[src/rtl/wall_follower_nav.sv]
// Maze wall follower: debounces four absolute wall sensors, picks a move with the
// left- or right-hand rule, and hands it to a motion unit over a valid/ready link.
module wall_follower_nav #(
  parameter int DEB_CYCLES = 4,
  parameter int TIMEOUT    = 1023
) (
  input  logic       clk,
  input  logic       rst,
  input  logic       en,
  input  logic       hand_sel,
  input  logic [3:0] sensor,
  input  logic       move_ready,
  output logic       move_valid,
  output logic [1:0] move_cmd,
  output logic [1:0] heading,
  output logic [7:0] turn_count,
  output logic       fault
);

  localparam logic [7:0]  DEB_LAST  = 8'(DEB_CYCLES - 1);
  localparam logic [15:0] WAIT_LAST = 16'(TIMEOUT - 1);

  localparam logic [1:0] CMD_FWD    = 2'b00;
  localparam logic [1:0] CMD_LEFT   = 2'b01;
  localparam logic [1:0] CMD_RIGHT  = 2'b10;
  localparam logic [1:0] CMD_AROUND = 2'b11;

  typedef enum logic [2:0] {IDLE, SENSE, ISSUE, SETTLE, FAULT} state_t;

  state_t      state_reg, state_next;
  logic [15:0] wait_reg, wait_next;
  logic [7:0]  settle_reg, settle_next;
  logic        move_valid_reg, move_valid_next;
  logic [1:0]  move_cmd_reg, move_cmd_next;
  logic [1:0]  heading_reg, heading_next;
  logic [7:0]  turn_count_reg, turn_count_next;
  logic        fault_reg, fault_next;
  logic        accept;
  logic [3:0]  filt;

  // Per-bit debounce: the counter tracks how long the raw bit has disagreed with the filtered bit.
  generate
    for (genvar gi = 0; gi < 4; gi++) begin : g_deb
      logic       filt_reg;
      logic [7:0] deb_cnt_reg;

      always_ff @(posedge clk) begin
        if (!rst) begin
          filt_reg    <= 1'b0;
          deb_cnt_reg <= '0;
        end else if (sensor[gi] == filt_reg) begin
          deb_cnt_reg <= '0;
        end else if (deb_cnt_reg == DEB_LAST) begin
          filt_reg    <= sensor[gi];
          deb_cnt_reg <= '0;
        end else begin
          deb_cnt_reg <= deb_cnt_reg + 8'd1;
        end
      end

      assign filt[gi] = filt_reg;
    end
  endgenerate

  always_ff @(posedge clk) begin
    if (!rst) begin
      state_reg      <= IDLE;
      wait_reg       <= '0;
      settle_reg     <= '0;
      move_valid_reg <= 1'b0;
      move_cmd_reg   <= CMD_FWD;
      heading_reg    <= 2'b00;
      turn_count_reg <= '0;
      fault_reg      <= 1'b0;
    end else begin
      state_reg      <= state_next;
      wait_reg       <= wait_next;
      settle_reg     <= settle_next;
      move_valid_reg <= move_valid_next;
      move_cmd_reg   <= move_cmd_next;
      heading_reg    <= heading_next;
      turn_count_reg <= turn_count_next;
      fault_reg      <= fault_next;
    end
  end

  // A ready seen on the final allowed ISSUE cycle still wins over the timeout.
  always_comb begin
    state_next  = state_reg;
    wait_next   = wait_reg;
    settle_next = settle_reg;
    accept      = 1'b0;
    case (state_reg)
      IDLE: if (en) state_next = SENSE;
      SENSE: begin
        state_next = ISSUE;
        wait_next  = '0;
      end
      ISSUE: begin
        if (move_ready) begin
          accept      = 1'b1;
          state_next  = SETTLE;
          settle_next = '0;
        end else if (wait_reg == WAIT_LAST) begin
          state_next = FAULT;
          wait_next  = '0;
        end else begin
          wait_next = wait_reg + 16'd1;
        end
      end
      SETTLE: begin
        if (settle_reg == DEB_LAST) begin
          settle_next = '0;
          state_next  = en ? SENSE : IDLE;
        end else begin
          settle_next = settle_reg + 8'd1;
        end
      end
      FAULT: if (!en) state_next = IDLE;
      default: state_next = IDLE;
    endcase
  end

  logic [1:0] pref_dir, opp_dir, decision, head_delta;

  always_comb begin
    pref_dir = hand_sel ? heading_reg + 2'd1 : heading_reg - 2'd1;
    opp_dir  = hand_sel ? heading_reg - 2'd1 : heading_reg + 2'd1;
    if (!filt[pref_dir])         decision = hand_sel ? CMD_RIGHT : CMD_LEFT;
    else if (!filt[heading_reg]) decision = CMD_FWD;
    else if (!filt[opp_dir])     decision = hand_sel ? CMD_LEFT : CMD_RIGHT;
    else                         decision = CMD_AROUND;

    case (move_cmd_reg)
      CMD_LEFT:   head_delta = 2'd3;
      CMD_RIGHT:  head_delta = 2'd1;
      CMD_AROUND: head_delta = 2'd2;
      default:    head_delta = 2'd0;
    endcase
  end

  always_comb begin
    move_valid_next = (state_next == ISSUE);
    fault_next      = (state_next == FAULT);
    move_cmd_next   = (state_reg == SENSE) ? decision : move_cmd_reg;
    heading_next    = accept ? heading_reg + head_delta : heading_reg;
    turn_count_next = turn_count_reg;
    if (accept && move_cmd_reg != CMD_FWD && turn_count_reg != 8'hFF)
      turn_count_next = turn_count_reg + 8'd1;
  end

  assign move_valid = move_valid_reg;
  assign move_cmd   = move_cmd_reg;
  assign heading    = heading_reg;
  assign turn_count = turn_count_reg;
  assign fault      = fault_reg;

endmodule

[config.mk]
export PLATFORM = sky130hd
export DESIGN_NAME = wall_follower_nav
export DESIGN_NICKNAME = d
export VERILOG_FILES = /design/src/rtl/wall_follower_nav.sv
export SDC_FILE = /design/constraint.sdc
export NUM_CORES = 1
export LEC_CHECK = 0
export ABC_CLOCK_PERIOD_IN_PS = 2700
export BUFFER_PORTS_ARGS = -buffer_cell sky130_fd_sc_hd__clkbuf_2
export CORE_MARGIN = 1.5
export CORE_UTILIZATION = 40
export CTS_CLUSTER_DIAMETER = 120
export DETAILED_ROUTE_END_ITERATION = 8
export GPL_TIMING_DRIVEN = 0
export SYNTH_ARGS = -nofsm -noshare
export SYNTH_HDL_FRONTEND = slang
export SYNTH_SLANG_ARGS = --single-unit
[constraint.sdc]
create_clock -name clk -period 2.7 [get_ports clk]
set_input_delay 0.54 -clock clk [delete_from_list [all_inputs] [get_ports clk]]
set_output_delay 0.54 -clock clk [all_outputs]
set_load 0.01 [all_outputs]
==> results.yml, run 1 <==
timing:
  drv_slew: 0
  timing.final.crit_share_pct: 89.9
  clock_skew_ns: 0.00882
  hold_ws_ns: 0.450
  fin_tns_setup_ns: 0
  fmax_mhz: 412
  worstMarginPinSlew_ns: 1.01
  final.min_clock_period_ns: 2.43
  setup_violations: 0
  max_slew_margin_pct: 32.8
  rsz0062_at_grt: "false"
  hold_viol_final: 0
cells_and_area:
  multi_input_area_um2: 2040
  layout-drive-gt1-share_pct: 11.2
  largest_reg_flops: 32
  num_antenna_cells: 0
  layout_commonest_cell: "dfxtp_1"
  final_cell_mix: "dfxtp_1, nor2_1, nand3_1"
  fillers: 870
  area_growth_pct: 11.9
  final_nets: 472
  seqCellArea_um2: 1540
clock_tree:
  clock_tree.buffer_depth: 2
  h-tree-depth: 3
  clk_pin_slew_ns: 0.08
  cts_setup_buffers: 0
  clock_tree.root_cell: "clkbuf_8"
  ctsHoldBuffers: 0
  numCtsBuffers: 9
  cts_resized: 0
  clock-sinks: 77
  clkLatencyLatePin_ns: 0.35
  cts_tree: "done"
drt:
  route.vias.total: 3101
  drtIter0Drc: 108
  drc_errors: 0
  routed_wl_mm: 7.89
  ant_nets: 0
  drt_pre_antenna_iters: 4
  via_per_inst: 5.50
  wl_per_cell_um: 14.0
power:
  power_frac_comb_pct: 13.6
  p_leak_nw: 1.56
  switchingPower_mw: 0.649
  seqPwrFrac_pct: 49.6
  swShare_pct: 27.0
  ir_drop_uv: 294
  power_density_nw_per_um2: 579
  intPower_mw: 1.76
  pwr-share-clk_pct: 36.8
synthesis:
  ys_async_sr_fraction_pct: 0
  synth-edff-count: 0
  syn_nets: 440
  synth_seq_cells: 77
  yosysWarnings: 0
  yosysSeqAreaShare_pct: 41.5
  synth_cell_types: 59
  netlist_instances: 419
  netlist_area_um2: 3710
  ys.flop_type: "dfxtp_1"
  syn_avg_cell_area_um2: 8.86
global_route:
  grt_use_total_pct: 16.5
  grt_overflow: 0
  first_global_vias: 2825
  antenna_found_initial: 0
  grt_max_degree: 13
  grt_first_pass_wirelength_mm: 13.1
status:
  status: "completed"
min_path:
  min_path_type: "reg2reg"
worst_setup_path:
  worstPathMaxFanout: 10
  startpoint_type: "flip-flop"
  critPathArrivalTime_ns: 2.64
  worst_ep_required_time_ns: 2.91
  worstSetupPathType: "reg2reg"
  endpoint_kind: "flip-flop"
floorplanning:
  start_util_pct: 42.0
  core_um2: 8850
  die_area_um2: 9870
  top_level_ports: 23
  die_height_um: 99.4
  num_rows: 34
  dieWidth_um: 99.4
run:
  drv_cap: 0
placed_design:
  dp_hpwl_mm: 5.60
  port_buffers: 21
  place_congestion: 0.801
cell families after synthesis:
group	synth area share (%)
buf+inv	3.54
compound gates	13.7
fa+ha+maj	4.04
xor+xnor	8.73
flops	41.5
simple gates	26.1
mux	2.36
routing by layer:
layer  share of wire [%]  vias to the layer above  track usage [%]
met1                  52                     1462             22.1
met3                 3.1                       12             4.57
li1                    -                     1584                -
met4                 1.7                        0             5.96
met5                   0                        -                0
met2                  44                       43             25.6
critical path: stages (launching register included):
cell and delay [ns]:
dfxtp_1 0.30, buf_2 0.16, nor3b_1 0.82, nor2_1 0.30, a21oi_1 0.32, buf_2 0.30, nor3_1 0.08
cells in the mapped netlist, types with 2 or more instances:
cell / instances / area share (%)
nand4b_1: 2 / 0.47
nor2_1: 43 / 4.3
o211ai_1: 7 / 1.4
or3_1: 8 / 1.3
o31ai_1: 4 / 0.81
nor2b_1: 4 / 0.67
o211a_1: 4 / 1.1
nand3b_1: 2 / 0.40
dfxtp_1: 77 / 42
nor4_1: 3 / 0.51
a21o_1: 2 / 0.40
a211oi_2: 2 / 0.67
ha_1: 12 / 4.0
nor3_1: 13 / 1.8
a31oi_1: 4 / 0.67
nor4b_1: 5 / 1.2
nand2_1: 24 / 2.4
and2_1: 4 / 0.67
o21ai_0: 13 / 1.8
nor3b_1: 3 / 0.61
nand3_1: 36 / 4.9
nand4_1: 9 / 1.5
mux2_2: 2 / 0.61
inv_1: 13 / 1.3
mux2i_1: 2 / 0.54
or4_1: 4 / 0.81
clkbuf_1: 10 / 1.0
and3_1: 14 / 2.4
mux4_2: 2 / 1.2
xnor2_1: 10 / 2.4
buf_2: 3 / 0.40
a2111oi_0: 2 / 0.47
a211oi_1: 6 / 1.2
buf_6: 2 / 0.61
a21oi_1: 18 / 2.4
xor2_1: 27 / 6.4
final timing paths:
kind / from / depth (start not counted) / to / slack, ns
max reg2reg: state_reg[1] / 6 / wait_reg[8] / 0.27
max: state_reg[1] / 6 / wait_reg[8] / 0.27
min reg2reg: g_deb[2].deb_cnt_reg[0] / 1 / g_deb[2].deb_cnt_reg[0] / 0.45
min: g_deb[2].deb_cnt_reg[0] / 1 / g_deb[2].deb_cnt_reg[0] / 0.45
power groups by stage:
stage	sequential, mW	clock, mW	combinational, mW
2_1_floorplan	1.22	0	0.224
3_3_place_gp	1.22	0	0.320
3_5_place_dp	1.22	0	0.323
4_1_cts	1.19	0.918	0.326
5_1_grt	1.20	0.968	0.365
6_report	1.19	0.885	0.327
final cells by class:
type | count | share of cell area, %
clock inverters | 3 | 1.05
clock buffers | 13 | 3.82
well taps | 108 | 3.25
repair buffers | 21 | 2.53
plain buffers | 16 | 1.90
inverters | 14 | 1.26
multi-input cells | 312 | 49.1
flip-flops and latches | 77 | 37.1
metrics by stage:
| step | util, % | area [um^2] | total power [mW] | std cells | setup WS (ns) |
|---|---|---|---|---|---|
| floorplan | - | 3710 | 1.44 | 419 | 0.663 |
| global placement | 44.7 | 3950 | 1.54 | 548 | 0.144 |
| detailed placement | 44.7 | 3950 | 1.54 | 548 | 0.147 |
| CTS | 47.0 | 4160 | 2.44 | 564 | 0.283 |
| global route | 47.0 | 4160 | 2.53 | 564 | 0.00751 |
| finish | 47.0 | 4160 | 2.41 | 564 | 0.272 |
No activity file was read; power rests on OpenSTA's default activity.
==> inputs of run 2 (changes only) <==
- BUFFER_PORTS_ARGS: -buffer_cell sky130_fd_sc_hd__clkbuf_2 -> unset
- DONT_BUFFER_PORTS: unset -> 1
==> run 2 against run 1 <==
  * Final cell count shrank 3.9%
  * Sequential power about the same
  * Global-route usage fell by 0.11 points
==> results.yml, run 2 (synthesis results as in run 1) <==
timing:
  final.min_clock_period_ns: 2.39
  drv_slew: 0
  hold_viol_final: 0
  max_slew_margin_pct: 37.4
  timing.final.crit_share_pct: 88.4
  worstMarginPinSlew_ns: 0.936
  hold_ws_ns: 0.344
  fin_ws_ns: 0.312
  clock_skew_ns: 0.0105
  fin_tns_setup_ns: 0
  rsz0062_at_grt: "false"
  setup_violations: 0
  fmax_mhz: 419
clock_tree:
  numCtsBuffers: 9
  cts_tree: "done"
  clock_tree.root_cell: "clkbuf_8"
  clk_pin_slew_ns: 0.08
  cts_resized: 0
  h-tree-depth: 3
  clock_tree.buffer_depth: 2
  ctsHoldBuffers: 0
  clock-sinks: 77
  cts_setup_buffers: 0
  clkLatencyLatePin_ns: 0.34
floorplanning:
  top_level_ports: 23
  dieWidth_um: 99.4
  num_rows: 34
  start_util_pct: 42.0
  core_um2: 8850
  die_height_um: 99.4
  die_area_um2: 9870
cells_and_area:
  largest_reg_flops: 32
  postLayoutCoreUtil_pct: 45.5
  seqCellArea_um2: 1540
  num_antenna_cells: 0
  fillers: 865
  final_nets: 451
  area_growth_pct: 8.32
  layout-drive-gt1-share_pct: 6.22
  final_cell_mix: "dfxtp_1, nor2_1, nand3_1"
  layout_commonest_cell: "dfxtp_1"
  multi_input_area_um2: 2040
worst_setup_path:
  slowest_delay_ns: 0.77
  crit_slowest_cell: "nor3b_1"
  worstPathMaxFanout: 10
  critPathArrivalTime_ns: 2.60
  worstSetupPathType: "reg2reg"
  endpoint_kind: "flip-flop"
  worst_ep_required_time_ns: 2.91
  startpoint_type: "flip-flop"
  crit_chain: "buf_6 -> nor3b_1 -> nor2_1 -> a21oi_1 -> buf_2 -> nor3_1"
placed_design:
  dp_hpwl_mm: 5.36
  port_buffers: 0
  pre_cts_ws_ns: 0.383
  place_congestion: 0.795
global_route:
  first_global_vias: 2875
  grt_max_degree: 12
  grt_use_total_pct: 16.4
  grt_overflow: 0
  grt_first_pass_wirelength_mm: 13.2
  antenna_found_initial: 0
min_path:
  min_path_type: "in2reg"
drt:
  route.met2.wl_mm: 3.44
  wl_met1_mm: 3.70
  routed_wl_mm: 7.62
  via_per_inst: 5.51
  ant_nets: 0
  drt_pre_antenna_iters: 4
  drc_errors: 0
  drtIter0Drc: 88
  route.met3.wl_um: 409
  route.vias.total: 2985
  wl_per_cell_um: 14.1
  top_layer_used: "met4"
power:
  ir_drop_uv: 324
  p_leak_nw: 1.45
  power_density_nw_per_um2: 572
status:
  status: "completed"
run:
  drv_cap: 0
-- run 2: path summary, 6_finish.rpt --
check	from	to	slack [ns]	cells after the start
worst max-delay path	state_reg[2]	wait_reg[6]	0.31	6
worst min-delay path	sensor[3]	g_deb[3].filt_reg	0.34	2
worst max register to register	state_reg[2]	wait_reg[6]	0.31	6
worst min register to register	g_deb[2].deb_cnt_reg[0]	g_deb[2].deb_cnt_reg[0]	0.45	1
-- run 2: final cells by class --
cell class / instances / area share (%)
clock inverters: 2 / 0.871
plain buffers: 16 / 1.96
well taps: 108 / 3.36
clock buffers: 13 / 3.45
flip-flops and latches: 77 / 38.3
inverters: 14 / 1.31
multi-input cells: 312 / 50.7
-- run 2: worst max-delay path: cells and delay by family (launching register included) --
kind | cells | cell delay (ns)
and+or+nand+nor | 3 | 1.17
buffers and inverters | 2 | 0.43
DFF | 1 | 0.33
AOI/OAI and AO/OA | 1 | 0.33
-- run 2: report_power, final --
group	internal (mW)	switching, mW	total [mW]
clock	0.423	0.380	0.802
combinational	0.0981	0.196	0.294
sequential	1.17	0.0365	1.20
total	1.69	0.612	2.30
-- run 2: stage by stage --
stage                     power, mW  cells  instance area [um^2]
after detailed placement       1.52    527                  3850
after CTS                      2.33    542                  4020
after global placement         1.52    527                  3850
final                          2.30    542                  4020
after floorplan                1.44    419                  3710
after global routing           2.41    542                  4020
-- run 2: per-layer routing --
layer  track usage, %  vias to the layer above
li1                 -                     1537
met1             20.2                     1395
met2             27.1                       45
met3             5.76                        8
met4             4.88                        0
met5                0                        -
